**src/rtl/ro_puf_pkg.sv**
```systemverilog
// ro_puf_pkg: shared state type, output decode, width helper and default
// parameter values for the multi-bit RO-PUF response sequencer.
package ro_puf_pkg;

    localparam int unsigned DEF_REF_WIDTH     = 8;
    localparam int unsigned DEF_NUM_BITS      = 64;
    localparam int unsigned DEF_SETTLE_CYCLES = 2;
    localparam int unsigned DEF_REPEATS       = 3;

    typedef enum logic [2:0] {
        IDLE   = 3'd0,
        LOAD   = 3'd1,
        RST    = 3'd2,
        MEAS   = 3'd3,
        HOLD   = 3'd4,
        SAMPLE = 3'd5,
        SHIFT  = 3'd6,
        DONE   = 3'd7
    } state_t;

    // Control strobes that are pure functions of the state.
    typedef struct packed {
        logic busy;
        logic done;
        logic lfsr_dv;
        logic lfsr_en;
        logic ro_en;
        logic count_en;
        logic ref_en;
        logic count_reset;
        logic sr_en;
    } ctrl_t;

    // Counter width for values 0..n-1, never narrower than one bit.
    function automatic int unsigned clog2w(input int unsigned n);
        return (n < 2) ? 1 : $clog2(n);
    endfunction

    // Moore decode: the control word each state presents while it is current.
    function automatic ctrl_t decode(input state_t s);
        ctrl_t c;
        c = '0;
        case (s)
            LOAD: begin
                c.busy    = 1'b1;
                c.lfsr_dv = 1'b1;
            end
            RST: begin
                c.busy        = 1'b1;
                c.count_reset = 1'b1;
            end
            MEAS: begin
                c.busy     = 1'b1;
                c.ro_en    = 1'b1;
                c.count_en = 1'b1;
                c.ref_en   = 1'b1;
            end
            HOLD, SAMPLE: begin
                c.busy = 1'b1;
            end
            SHIFT: begin
                c.busy    = 1'b1;
                c.sr_en   = 1'b1;
                c.lfsr_en = 1'b1;
            end
            DONE: begin
                c.done = 1'b1;
            end
            default: begin
                c = '0;
            end
        endcase
        return c;
    endfunction

endpackage

```
**src/rtl/ro_puf_vote.sv**
```systemverilog
// ro_puf_vote: counts comparator ones across the repeats of one challenge
// and gives the majority decision including the measurement being sampled
// this cycle, so the verdict is ready on the same edge the last repeat is
// captured. Only instantiated when ROPUF_MAJORITY_VOTE_EN is defined.
module ro_puf_vote
    import ro_puf_pkg::*;
#(
    parameter int unsigned REPEATS = DEF_REPEATS
)
(
    input  logic i_clk,
    input  logic i_rst_n,
    input  logic i_clear,
    input  logic i_sample,
    input  logic i_cmp_bit,
    output logic o_vote
);

    localparam int unsigned ONES_W = clog2w(REPEATS + 1);

    logic [ONES_W-1:0] r_ones;
    logic [ONES_W:0]   w_total;

    // Ones seen so far plus the comparator bit being sampled now.
    assign w_total = {1'b0, r_ones} + {{ONES_W{1'b0}}, i_cmp_bit};
    assign o_vote  = (32'(w_total) > (REPEATS / 2));

    // Ones accumulator; cleared once the bit has been shifted out or the run ends.
    always_ff @(posedge i_clk or negedge i_rst_n) begin
        if (!i_rst_n) begin
            r_ones <= '0;
        end else if (i_clear) begin
            r_ones <= '0;
        end else if (i_sample) begin
            r_ones <= r_ones + ONES_W'(i_cmp_bit);
        end
    end

endmodule

```
**src/rtl/ro_puf_seq_ctrl.sv**
```systemverilog
// ro_puf_seq_ctrl: sequences a NUM_BITS RO-PUF response, one ring-oscillator
// pair comparison per challenge bit, with a programmable reference window,
// abort and busy/bit-index status.
// Build option: define ROPUF_MAJORITY_VOTE_EN to measure each challenge
// REPEATS times and shift out the majority result.
//
// state  | meaning
// IDLE   | waiting for start, all outputs low
// LOAD   | load LFSR seed (lfsr_dv)
// RST    | hold counters in reset for SETTLE_CYCLES
// MEAS   | oscillators and counters running until refcount hits the window
// HOLD   | enables dropped, counters frozen while the comparator settles
// SAMPLE | capture cmp_bit (or vote)
// SHIFT  | shift response bit out, step LFSR
// DONE   | one-cycle completion pulse
module ro_puf_seq_ctrl
    import ro_puf_pkg::*;
#(
    parameter int unsigned REF_WIDTH     = DEF_REF_WIDTH,
    parameter int unsigned NUM_BITS      = DEF_NUM_BITS,
    parameter int unsigned SETTLE_CYCLES = DEF_SETTLE_CYCLES,
    parameter int unsigned REPEATS       = DEF_REPEATS
)
(
    input  logic                          i_clk,
    input  logic                          i_rst_n,
    input  logic                          i_start,
    input  logic                          i_abort,
    input  logic [REF_WIDTH-1:0]          i_window_len,
    input  logic [REF_WIDTH-1:0]          i_refcount,
    input  logic                          i_cmp_bit,
    output logic                          o_busy,
    output logic                          o_done,
    output logic                          o_lfsr_dv,
    output logic                          o_lfsr_en,
    output logic                          o_ro_en,
    output logic                          o_count_en,
    output logic                          o_ref_en,
    output logic                          o_count_reset,
    output logic                          o_sr_en,
    output logic                          o_sr_bit,
    output logic [clog2w(NUM_BITS)-1:0]   o_bit_idx
);

    localparam int unsigned IDX_W = clog2w(NUM_BITS);
    localparam int unsigned SET_W = clog2w(SETTLE_CYCLES);
    localparam int unsigned REP_W = clog2w(REPEATS);
`ifdef ROPUF_MAJORITY_VOTE_EN
    localparam int unsigned MEAS_PER_BIT = REPEATS;
`else
    localparam int unsigned MEAS_PER_BIT = 1;
`endif

    localparam logic [IDX_W-1:0] LAST_BIT    = IDX_W'(NUM_BITS - 1);
    localparam logic [SET_W-1:0] SETTLE_LOAD = SET_W'(SETTLE_CYCLES - 1);
    localparam logic [REP_W-1:0] LAST_REP    = REP_W'(MEAS_PER_BIT - 1);

    state_t               r_state;
    state_t               w_next;
    ctrl_t                r_ctrl;
    logic                 r_sr_bit;
    logic [REF_WIDTH-1:0] r_win;
    logic [SET_W-1:0]     r_settle;
    logic [IDX_W-1:0]     r_bit_idx;
    logic [REP_W-1:0]     r_rep;
    logic                 w_meas_bit;

`ifdef ROPUF_MAJORITY_VOTE_EN
    logic w_vote;
    logic w_vote_clear;
    logic w_vote_sample;

    // The tally restarts after every shifted bit and whenever the run is left.
    assign w_vote_clear  = (r_state == SHIFT) || (w_next == IDLE);
    assign w_vote_sample = (r_state == SAMPLE);

    ro_puf_vote #(
        .REPEATS (REPEATS)
    ) u_vote (
        .i_clk     (i_clk),
        .i_rst_n   (i_rst_n),
        .i_clear   (w_vote_clear),
        .i_sample  (w_vote_sample),
        .i_cmp_bit (i_cmp_bit),
        .o_vote    (w_vote)
    );

    assign w_meas_bit = w_vote;
`else
    assign w_meas_bit = i_cmp_bit;
`endif

    // Next-state selection; abort overrides everything and also blocks start in IDLE.
    always_comb begin
        w_next = r_state;
        unique case (r_state)
            IDLE:    if (i_start) w_next = LOAD;
            LOAD:    w_next = RST;
            RST:     if (r_settle == '0) w_next = MEAS;
            MEAS:    if (i_refcount == r_win) w_next = HOLD;
            HOLD:    w_next = SAMPLE;
            SAMPLE:  w_next = (r_rep == LAST_REP) ? SHIFT : RST;
            SHIFT:   w_next = (r_bit_idx == LAST_BIT) ? DONE : RST;
            DONE:    w_next = IDLE;
            default: w_next = IDLE;
        endcase
        if (i_abort) begin
            w_next = IDLE;
        end
    end

    // State, timers and registered outputs decoded from the state being entered.
    always_ff @(posedge i_clk or negedge i_rst_n) begin
        if (!i_rst_n) begin
            r_state   <= IDLE;
            r_ctrl    <= '0;
            r_sr_bit  <= 1'b0;
            r_win     <= '0;
            r_settle  <= '0;
            r_bit_idx <= '0;
            r_rep     <= '0;
        end else begin
            r_state  <= w_next;
            r_ctrl   <= decode(w_next);
            r_sr_bit <= (w_next == SHIFT) ? w_meas_bit : 1'b0;

            // A zero window would never let MEAS see a match after counting starts.
            if (r_state == IDLE && w_next == LOAD) begin
                r_win <= (i_window_len == '0) ? REF_WIDTH'(1) : i_window_len;
            end

            if (w_next == RST && r_state != RST) begin
                r_settle <= SETTLE_LOAD;
            end else if (w_next == IDLE) begin
                r_settle <= '0;
            end else if (r_state == RST && r_settle != '0) begin
                r_settle <= r_settle - SET_W'(1);
            end

            if (w_next == IDLE) begin
                r_bit_idx <= '0;
            end else if (r_state == SHIFT && w_next == RST) begin
                r_bit_idx <= r_bit_idx + IDX_W'(1);
            end

            if (w_next == IDLE || r_state == SHIFT) begin
                r_rep <= '0;
            end else if (r_state == SAMPLE && w_next == RST) begin
                r_rep <= r_rep + REP_W'(1);
            end
        end
    end

    // Output ports straight from registers.
    assign o_busy        = r_ctrl.busy;
    assign o_done        = r_ctrl.done;
    assign o_lfsr_dv     = r_ctrl.lfsr_dv;
    assign o_lfsr_en     = r_ctrl.lfsr_en;
    assign o_ro_en       = r_ctrl.ro_en;
    assign o_count_en    = r_ctrl.count_en;
    assign o_ref_en      = r_ctrl.ref_en;
    assign o_count_reset = r_ctrl.count_reset;
    assign o_sr_en       = r_ctrl.sr_en;
    assign o_sr_bit      = r_sr_bit;
    assign o_bit_idx     = r_bit_idx;

endmodule

```
**config.mk**
```make
export PLATFORM = sky130hd
export DESIGN_NAME = ro_puf_seq_ctrl
export DESIGN_NICKNAME = d
export VERILOG_FILES = /design/src/rtl/ro_puf_pkg.sv /design/src/rtl/ro_puf_vote.sv /design/src/rtl/ro_puf_seq_ctrl.sv
export SDC_FILE = /design/constraint.sdc
export NUM_CORES = 1
export LEC_CHECK = 0
export BUFFER_PORTS_ARGS = -buffer_cell sky130_fd_sc_hd__buf_2
export CORE_ASPECT_RATIO = 0.8
export CORE_MARGIN = 2
export CORE_UTILIZATION = 46
export DETAILED_ROUTE_END_ITERATION = 10
export PLACE_DENSITY_LB_ADDON = 0.15
export SLEW_MARGIN = 30
export SYNTH_ARGS = -nofsm -noshare
export SYNTH_HDL_FRONTEND = slang
export SYNTH_SLANG_ARGS = --single-unit
```
**constraint.sdc**
```tcl
create_clock -name i_clk -period 1.9 [get_ports i_clk]
set_clock_uncertainty 0.05 [all_clocks]
set_input_delay 0 -clock i_clk [delete_from_list [all_inputs] [get_ports i_clk]]
set_output_delay 0 -clock i_clk [all_outputs]
set_load 0.03 [all_outputs]
```
==> results of run 1 <==
sequential cells by signal (all words and copies together), names as in the netlist, 2 cells and up:
register and count:
r_state 3, r_win 8, o_bit_idx 6, r_rep 2
synth_stat cells:
library cell / number
dfrtp_1: 27
inv_1: 9
xnor2_1: 8
mux2_2: 7
a21oi_1: 6
nand2_1: 6
nor2_1: 6
nand2b_1: 5
nor3_1: 5
o21ai_0: 5
nand3_1: 4
a21o_1: 3
and4_1: 3
buf_2: 3
buf_4: 3
nand4_1: 3
a31oi_1: 2
ha_1: 2
nor4_1: 2
o22ai_1: 2
o2bb2ai_1: 2
o31ai_1: 2
or3_1: 2
a21oi_2: 1
a221oi_2: 1
a2bb2oi_1: 1
and2_1: 1
and2_4: 1
and3b_1: 1
clkbuf_1: 1
inv_4: 1
mux2i_1: 1
nand4b_1: 1
nor3_2: 1
nor3_4: 1
nor3b_1: 1
nor4_2: 1
o21ai_1: 1
o21ai_2: 1
o21bai_1: 1
or3b_2: 1
metrics by stage:
step                      hold slack [ns]  instance area (um^2)
after floorplan                    -0.346                  1440
after global placement            -0.0178                  1800
after detailed placement         0.000853                  1800
after CTS                           0.233                  2000
after global routing                0.294                  2220
final                               0.220                  2220
power groups by stage:
stage	clock network, W	logic [W]	registers [W]
after CTS	0.000342	0.00122	0.000863
after global placement	0	0.00107	0.000855
final	0.000339	0.00155	0.000907
after global routing	0.000358	0.00165	0.000931
after floorplan	0	0.000681	0.000896
after detailed placement	0	0.00111	0.000873
cell usage in the layout, fill, tap and decap left out, types with 6 or more instances in the layout:
cell / instances
buf_2: 36
dlygate4sd3_1: 10
nor2_1: 6
buf_4: 26
mux2_2: 7
dfrtp_1: 19
dfrtp_2: 8
inv_1: 8
kinds of logic (layout without fill, tap and decap cells):
group / after synthesis / count (layout) / share of synthesized area (%)
AND/OR/NAND/NOR: 45 / 46 / 19.8
AO/OA/AOI/OAI: 28 / 28 / 13.4
flip-flops: 27 / 27 / 48.0
buffers and inverters: 17 / 92 / 5.77
XOR/XNOR: 8 / 8 / 4.97
multiplexers: 8 / 8 / 6.31
adder cells (fa/ha/maj): 2 / 2 / 1.78
cell type report:
class                      instances  share of cell area (%)
clock buffer                       3                    1.86
clock inverter                     1                   0.338
inverter                          10                    1.80
multi-input combinational         92                    38.2
sequential                        27                    30.8
tap                               38                    2.14
timing repair buffer              78                    24.8
repair_timing:
item	4_1_cts	5_1_grt
pin swaps	8	19
gates resized for setup	4	39
hold buffers	10	0
setup buffers	4	5
cloned	0	1
hold endpoints to repair	36	0
endpoints found under the setup margin	14	21
worst min path at each step:
stage | slack [ns] | start | end
2_1_floorplan | -0.35 | i_rst_n | o_bit_idx[0]
3_3_place_gp | -0.02 | i_rst_n | r_win[3]
3_5_place_dp | 0.0009 | i_rst_n | r_win[3]
4_1_cts | 0.23 | i_rst_n | r_win[0]
5_1_grt | 0.29 | i_rst_n | r_win[0]
6_report | 0.22 | i_rst_n | r_rep[1]
routing by layer:
metal / wire (um) / track usage (%)
met1: 1890 / 30.3
met2: 2250 / 42.1
met3: 217 / 4.47
met4: 82 / 9.03
met5: 0 / 0
==> metrics.yaml, run 1 <==
outcome: "complete, but fails checks"
violations: "setup timing"
crit_slowest_cell: "dfrtp_1"
holdCritPathClass: "in2async"
setup_slack_ns: -0.203
dieArea_um2: 3520
ff2ff_path_depth: 8
setup.worst_path.end: "r_win[6]"
rsz0062_at_grt: "true"
pwr-share-clk_pct: 12.1
num_rows: 17
seq_area_um2: 686
fmax_mhz: 476
port_buffers: 36
path_max_fanout: 9
syn_to_final_growth_pct: 57.8
cts_max_path_buffers: 2
pwr-share-seq_pct: 32.4
synth_area_leader_cell: "dfrtp_1"
cp_slowest_stage_delay_ns: 0.42
cp.arrival_ns: 2.22
combPwrFrac_pct: 55.4
drt_pre_antenna_iters: 4
placed_cells: 225
coreArea_um2: 2830
path_depth: 8
cts.sinks: 27
r2r_start: "r_win[0]"
insertedDiodeCount: 0
maxSlewViolCount: 0
worstPathBufferInverterCount: 2
cts-buffers-inserted: 3
p_int_w: 0.00167
setup_violations: 14
synth.cell_area_um2: 1410
r2r-end: "r_win[6]"
p_per_area_nw_per_um2: 1260
clk_latency_ns: 0.28
critPathKind: "reg2reg"
multiInputGateArea_um2: 850
cts_tree: "yes"
cts_max_level: 1
drtIter0Drc: 145
drive_gt1_share_pct: 57.8
grt.total_usage_pct: 24.2
fin_nets: 235
grt_pass1_vias: 1348
endpoint_kind: "flop"
via_per_inst: 5.64
antenna_left: 0
routabilityCongestion: 0.782
critPathTopFamily: "simple AND/OR/NAND/NOR gates"
slew_headroom_pct: 58.9
fill_cells: 161
startpoint_type: "flop"
reg2reg_slack_ns: -0.20
ioPinCount: 37
cp.required_ns: 2.01
path_cells: "xnor2_1 -> nand4_1 -> o21ai_2 -> and2_4 -> inv_4 -> nor3_4 -> buf_12 -> mux2_2"
die_height_um: 53.5
fin_crit_ns: 2.10
crit_start: "r_win[0]"
p_leak_nw: 1.05
drcViolationCount: 0
grt_max_degree: 28
max-vdd-ir-drop_uv: 790
yosys.area.top_type_share_pct: 48.0
synth_nets: 158
ys_warn_count: 0
dp_hpwl_um: 2610
ys_seq_elements: 27
switching_share_pct: 40.3
avgSynthCellArea_um2: 10.4
post-route-period-util_pct: 111
start_util_pct: 49.8
ys_top_cells_by_area: "dfrtp_1 (48%), mux2_2 (5.6%), xnor2_1 (5.0%)"
yosysSeqAreaShare_pct: 48.0
die_w_um: 65.9
num_vias: 1405
clockRootBuffer: "clkbuf_8"
fin_util_pct: 78.6
maxCapViolations: 0
hold_viol_final: 0
final_cells: 249
finalPower_w: 0.00280
grt_antenna_before_repair: 0
ys_types: 41
p_sw_w: 0.00113
clkTransAtPathRegs_ns: 0.10
grt_first_pass_wirelength_um: 6240
routed_wl_um: 4440
grt_overflow: 0
final.setup.tns_ns: -1.71
tightest_slew_ns: 0.616
dpl_worst_slack_ns: -0.129
synthCells: 135
wl_per_cell_um: 17.8
No activity file was read; power rests on OpenSTA's default activity.
==> run 2, diff against run 1 <==
Settings changed: CELL_PAD_IN_SITES_DETAIL_PLACEMENT set to 0, CELL_PAD_IN_SITES_GLOBAL_PLACEMENT set to 1, CORE_UTILIZATION 46 to 35.
==> metrics.yaml, run 2 (synthesized netlist as in run 1, its figures left out) <==
outcome: "complete, but fails checks"
violations: "setup timing"
p_sw_w: 0.000963  # -15%
port_buffers: 36  # unchanged
grt_overflow: 0  # unchanged
grt_use_met1_pct: 23.4  # -6.9 points
fmax_mhz: 493  # +3.7%
syn_to_final_growth_pct: 53.8
setup_slack_ns: -0.127  # +0.0759 ns
fill_cells: 356  # +120%
rsz0062_at_grt: "true"
multiInputGateArea_um2: 778  # -8.4%
pwr-share-seq_pct: 34.4  # +2.0 points
dpl-instance-area_um2: 1840  # +2.4%
drtIter0Drc: 49  # -66%
drt_pre_antenna_iters: 4  # unchanged
cts-buffers-inserted: 3  # unchanged
grt_use_met2_pct: 29.3  # -13 points
drive_gt1_share_pct: 52.8  # -5.0 points
routabilityCongestion: 0.847  # +8.4%
p_per_area_nw_per_um2: 1180  # -6.0%
slew_headroom_pct: 59.8  # +0.86 points
dpl_worst_slack_ns: -0.169  # -0.0401 ns
wl_per_cell_um: 13.4  # -25%
routed_wl_um: 3580  # -19%
switching_share_pct: 37.6  # -2.7 points
holdCritPathClass: "in2async"
r2r_start: "r_win[5]"
num_rows: 20  # +3
via_per_inst: 4.72  # -16%
startpoint_type: "flop"
hold_viol_final: 0  # unchanged
grt_pass1_vias: 1279  # -5.1%
cts_tree: "yes"
grt_antenna_before_repair: 0  # unchanged
combPwrFrac_pct: 53.1  # -2.3 points
cp.required_ns: 2.01  # about the same
ff2ff_path_depth: 8  # unchanged
layout_commonest_cell: "buf_2"
endpoint_kind: "flop"
cts_max_path_buffers: 2  # unchanged
start_util_pct: 36.8  # -13 points
die_w_um: 74.9  # +14%
cts.sinks: 27  # unchanged
antenna_left: 0  # unchanged
fin_crit_ns: 2.03  # -0.0759 ns
drcViolationCount: 0  # unchanged
ioPinCount: 37  # unchanged
p_int_w: 0.00160  # -4.2%
max-vdd-ir-drop_uv: 896  # +13%
largest_reg_flops: 8  # unchanged
most-common-layout-cells: "buf_2 (36), buf_4 (33), dfrtp_1 (19)"
post-route-period-util_pct: 107  # -4.0 points
grt.total_usage_pct: 17.5  # -6.7 points
coreArea_um2: 3830  # +35%
fin_area_um2: 2170  # -2.5%
tightest_slew_ns: 0.604  # -0.0128 ns
seq_area_um2: 686  # unchanged
regMostFlops: "r_win"
cts_max_level: 1  # unchanged
top_usage_layer: "met2"
path_max_fanout: 9  # unchanged
setup_violations: 9  # -5
p_leak_nw: 1.03  # -1.5%
grt_first_pass_wirelength_um: 5930  # -5.0%
critPathKind: "reg2reg"
cp.arrival_ns: 2.14  # -0.08 ns
die_height_um: 60.7  # +14%
insertedDiodeCount: 0  # unchanged
dieArea_um2: 4550  # +29%
num_vias: 1260  # -10%
final.setup.tns_ns: -0.786  # +0.923 ns
grt_max_degree: 28  # unchanged
fin_nets: 236  # +0.43%
grtUsageMet3_pct: 3.82  # -0.65 points
clk_latency_ns: 0.27  # about the same
clkTransAtPathRegs_ns: 0.09  # about the same
finalPower_w: 0.00256  # -8.4%
reg2reg_slack_ns: -0.13  # +0.08 ns
maxSlewViolCount: 0  # unchanged
pwr-share-clk_pct: 12.5  # +0.4 points
dp_hpwl_um: 2620  # +0.35%
clockRootBuffer: "clkbuf_8"
r2r-end: "r_win[1]"
maxCapViolations: 0  # unchanged
run 2: power groups by stage:
stage | Sequential [W] | Clock [W] | Combinational (W)
after CTS | 0.000866 | 0.000339 | 0.00122
after floorplan | 0.000896 | 0 | 0.000681
after global placement | 0.000860 | 0 | 0.00111
after detailed placement | 0.000871 | 0 | 0.00113
after global routing | 0.000910 | 0.000358 | 0.00148
final | 0.000882 | 0.000320 | 0.00136
run 2: timing repair:
item | CTS | global route
pin swaps | 8 | 5
setup buffers | 5 | 3
resized for setup | 4 | 19
hold endpoints to repair | 36 | 0
setup endpoints to repair | 17 | 19
hold buffers | 10 | 0
run 2: metrics by stage:
stage / util (%) / hold WS [ns] / instances
after floorplan: - / -0.346 / 135
after global placement: 48.2 / -0.0133 / 245
after detailed placement: 48.2 / -0.0000954 / 245
after CTS: 53.7 / 0.229 / 264
after global routing: 56.6 / 0.259 / 267
final: 56.6 / 0.217 / 267
run 2: cell type report:
| type | instances | share of cell area, % |
|---|---|---|
| clock buffers | 3 | 1.91 |
| clock inverters | 1 | 0.231 |
| inverters | 10 | 1.85 |
| multi-input cells | 91 | 35.9 |
| flip-flops and latches | 27 | 31.6 |
| well taps | 55 | 3.18 |
| repair buffers | 80 | 25.3 |
run 2: critical path: stages, from the launching register on:
cell and delay, ns:
dfrtp_1 0.42, xnor2_2 0.18, nand4_1 0.17, o21ai_2 0.21, and2_4 0.18, inv_4 0.04
nor3_4 0.18, buf_12 0.15, mux2_2 0.33
run 2: layer usage:
layer  part of all wire (%)  wire length [um]  vias to the layer above
met5                      0                 0                        -
met4                   0.42                15                        0
met3                    3.3               117                        2
met2                     48              1720                       20
met1                     48              1730                      608
li1                       -                 -                      630
run 2: how the worst max path moves through the flow:
stage	from	endpoint	slack [ns]
after floorplan	o_bit_idx[2]	r_win[1]	-0.12
after global placement	r_win[0]	r_win[2]	-0.16
after detailed placement	r_win[0]	r_win[6]	-0.17
after CTS	r_win[6]	r_win[4]	-0.10
after global routing	r_win[5]	r_win[7]	-0.23
final	r_win[5]	r_win[1]	-0.13
==> run 3, diff against run 2 <==
--- a/config.mk
+++ b/config.mk
@@ -14,4 +14,3 @@
 export DETAILED_ROUTE_END_ITERATION = 10
-export PLACE_DENSITY_LB_ADDON = 0.15
-export SLEW_MARGIN = 30
+export PLACE_DENSITY_LB_ADDON = 0.1
 export SYNTH_ARGS = -nofsm -noshare
==> constraint.sdc (replaced) <==
create_clock -name i_clk -period 1.9 [get_ports i_clk]
set_clock_uncertainty 0.05 [all_clocks]
set_input_delay 0.19 -clock i_clk [delete_from_list [all_inputs] [get_ports i_clk]]
set_output_delay 0.19 -clock i_clk [all_outputs]
set_load 0.03 [all_outputs]
==> metrics.yaml, run 3 (synthesized netlist as in run 1, its figures left out) <==
cts_tree: "yes"
antenna_left: 0  # unchanged
ioPinCount: 37  # unchanged
grt_antenna_before_repair: 0  # unchanged
endpoint_kind: "flop"
fin_util_pct: 57.1  # +0.49 points
via_per_inst: 4.95  # +4.8%
dp_hpwl_um: 2580  # -1.5%
setup_slack_ns: -0.0958  # +0.0309 ns
placed_cells: 245  # unchanged
fmax_mhz: 501  # +1.5%
startpoint_type: "flop"
max-vdd-ir-drop_uv: 746  # -17%
post-route-period-util_pct: 105  # -1.6 points
whs_ns: 0.0857  # -0.131 ns
dpl-instance-area_um2: 1830  # -0.68%
min_from: "i_cmp_bit"
maxSlewViolCount: 0  # unchanged
grt_first_pass_wirelength_um: 6000  # +1.2%
reg2reg_slack_ns: -0.1  # +0.03 ns
cts.sinks: 27  # unchanged
insertedDiodeCount: 0  # unchanged
setup_violations: 12  # +3
path_max_fanout: 5  # -4
p_per_area_nw_per_um2: 1280  # +8.7%
cts-buffers-inserted: 3  # unchanged
fill_cells: 353  # -0.84%
grt_pass1_vias: 1278  # -0.078%
critPathKind: "reg2reg"
cp.arrival_ns: 2.11  # -0.03 ns
routed_wl_um: 3690  # +3.0%
start_util_pct: 36.8  # unchanged
holdPathStages: 2
wl_per_cell_um: 14.3  # +6.6%
coreArea_um2: 3830  # unchanged
r2r-end: "r_win[7]"
holdCritPathClass: "in2reg"
tightest_slew_ns: 0.599  # -0.00447 ns
cts_max_path_buffers: 2  # unchanged
grt_overflow: 0  # unchanged
fin_nets: 227  # -3.8%
die_height_um: 60.7  # unchanged
most-common-layout-cells: "buf_2 (36), buf_4 (27), dfrtp_1 (19)"
drcViolationCount: 0  # unchanged
clk_latency_ns: 0.28  # about the same
drtIter0Drc: 68  # +39%
multiInputGateArea_um2: 872  # +12%
r2r_start: "r_win[6]"
syn_to_final_growth_pct: 55.2
grt_max_degree: 28  # unchanged
drive_gt1_share_pct: 60.1  # +7.3 points
violations: "setup timing"
num_rows: 20  # unchanged
drt_pre_antenna_iters: 4  # unchanged
slew_headroom_pct: 60.1  # +0.30 points
final_cells: 258  # -3.4%
num_vias: 1276  # +1.3%
outcome: "complete, but fails checks"
port_buffers: 36  # unchanged
grt.total_usage_pct: 17.5  # +0.064 points
routabilityCongestion: 0.835  # -1.5%
regMostFlops: "r_win"
maxCapViolations: 0  # unchanged
fin_crit_ns: 2.00  # -0.0309 ns
die_w_um: 74.9  # unchanged
fin_area_um2: 2190  # +0.87%
seq_area_um2: 686  # unchanged
clkTransAtPathRegs_ns: 0.11  # +0.02 ns
largest_reg_flops: 8  # unchanged
ff2ff_path_depth: 8  # unchanged
dieArea_um2: 4550  # unchanged
p_leak_nw: 1.03  # -0.13%
rsz0062_at_grt: "true"
worst_hold_path.endpoint: "o_sr_bit"
layout_commonest_cell: "buf_2"
hold_viol_final: 0  # unchanged
cts_max_level: 1  # unchanged
clockRootBuffer: "clkbuf_8"
cp.required_ns: 2.02  # about the same
[run 3: through the flow]
stage	total power (W)	TNS, ns	setup WS, ns
detailed placement	0.00198	-1.45	-0.179
global route	0.00298	-1.98	-0.176
global placement	0.00195	-0.970	-0.131
floorplan	0.00158	-0.916	-0.125
finish	0.00281	-0.716	-0.0958
CTS	0.00254	-0.877	-0.119
[run 3: how the worst max path moves through the flow]
| stage | from | endpoint | slack (ns) |
|---|---|---|---|
| 6_report | r_win[6] | r_win[7] | -0.1 |
| 3_3_place_gp | r_win[3] | r_win[7] | -0.13 |
| 2_1_floorplan | o_bit_idx[2] | r_win[1] | -0.12 |
| 4_1_cts | r_win[1] | r_win[7] | -0.12 |
| 5_1_grt | r_state[2] | r_win[5] | -0.18 |
| 3_5_place_dp | r_win[2] | r_win[7] | -0.18 |
[run 3: final cells by class]
class                   count  share of cell area [%]
well taps                  55                    3.15
multi-input cells          92                    39.9
inverters                  10                    1.83
repair buffers             70                    21.5
flip-flops and latches     27                    31.4
clock buffers               3                    1.89
clock inverters             1                   0.401
[run 3: where the power goes]
group / total (W) / switching [W] / internal [W] / leakage [nW]
clock network: 0.000352 / 0.000197 / 0.000154 / 0.0261
logic: 0.00155 / 0.000707 / 0.000848 / 0.665
registers: 0.000902 / 0.000169 / 0.000733 / 0.337
total: 0.00281 / 0.00107 / 0.00174 / 1.03
[run 3: per-layer routing]
metal / up-vias / track usage [%] / wire, um
li1: 617 / - / -
met1: 623 / 26.7 / 1890
met2: 32 / 25.6 / 1600
met3: 4 / 3.82 / 177
met4: 0 / 3.83 / 23
met5: - / 0 / 0
[run 3: worst max-delay path, stage by stage (launching register included)]
cell and delay [ns]:
dfrtp_1 0.42, xnor2_2 0.15, nand4_1 0.20, o21ai_2 0.23, and2_4 0.18, inv_4 0.04
nor3_4 0.15, buf_6 0.16, mux2_4 0.29
[run 3: timing repair]
action                                 in CTS  in global routing
setup endpoints to repair                  16                 20
pin swaps                                  11                  6
buffers inserted                            4                  3
cloned                                      0                  1
endpoints found under the hold margin      27                  0
gates resized for setup                    16                 30
hold buffers                                1                  0
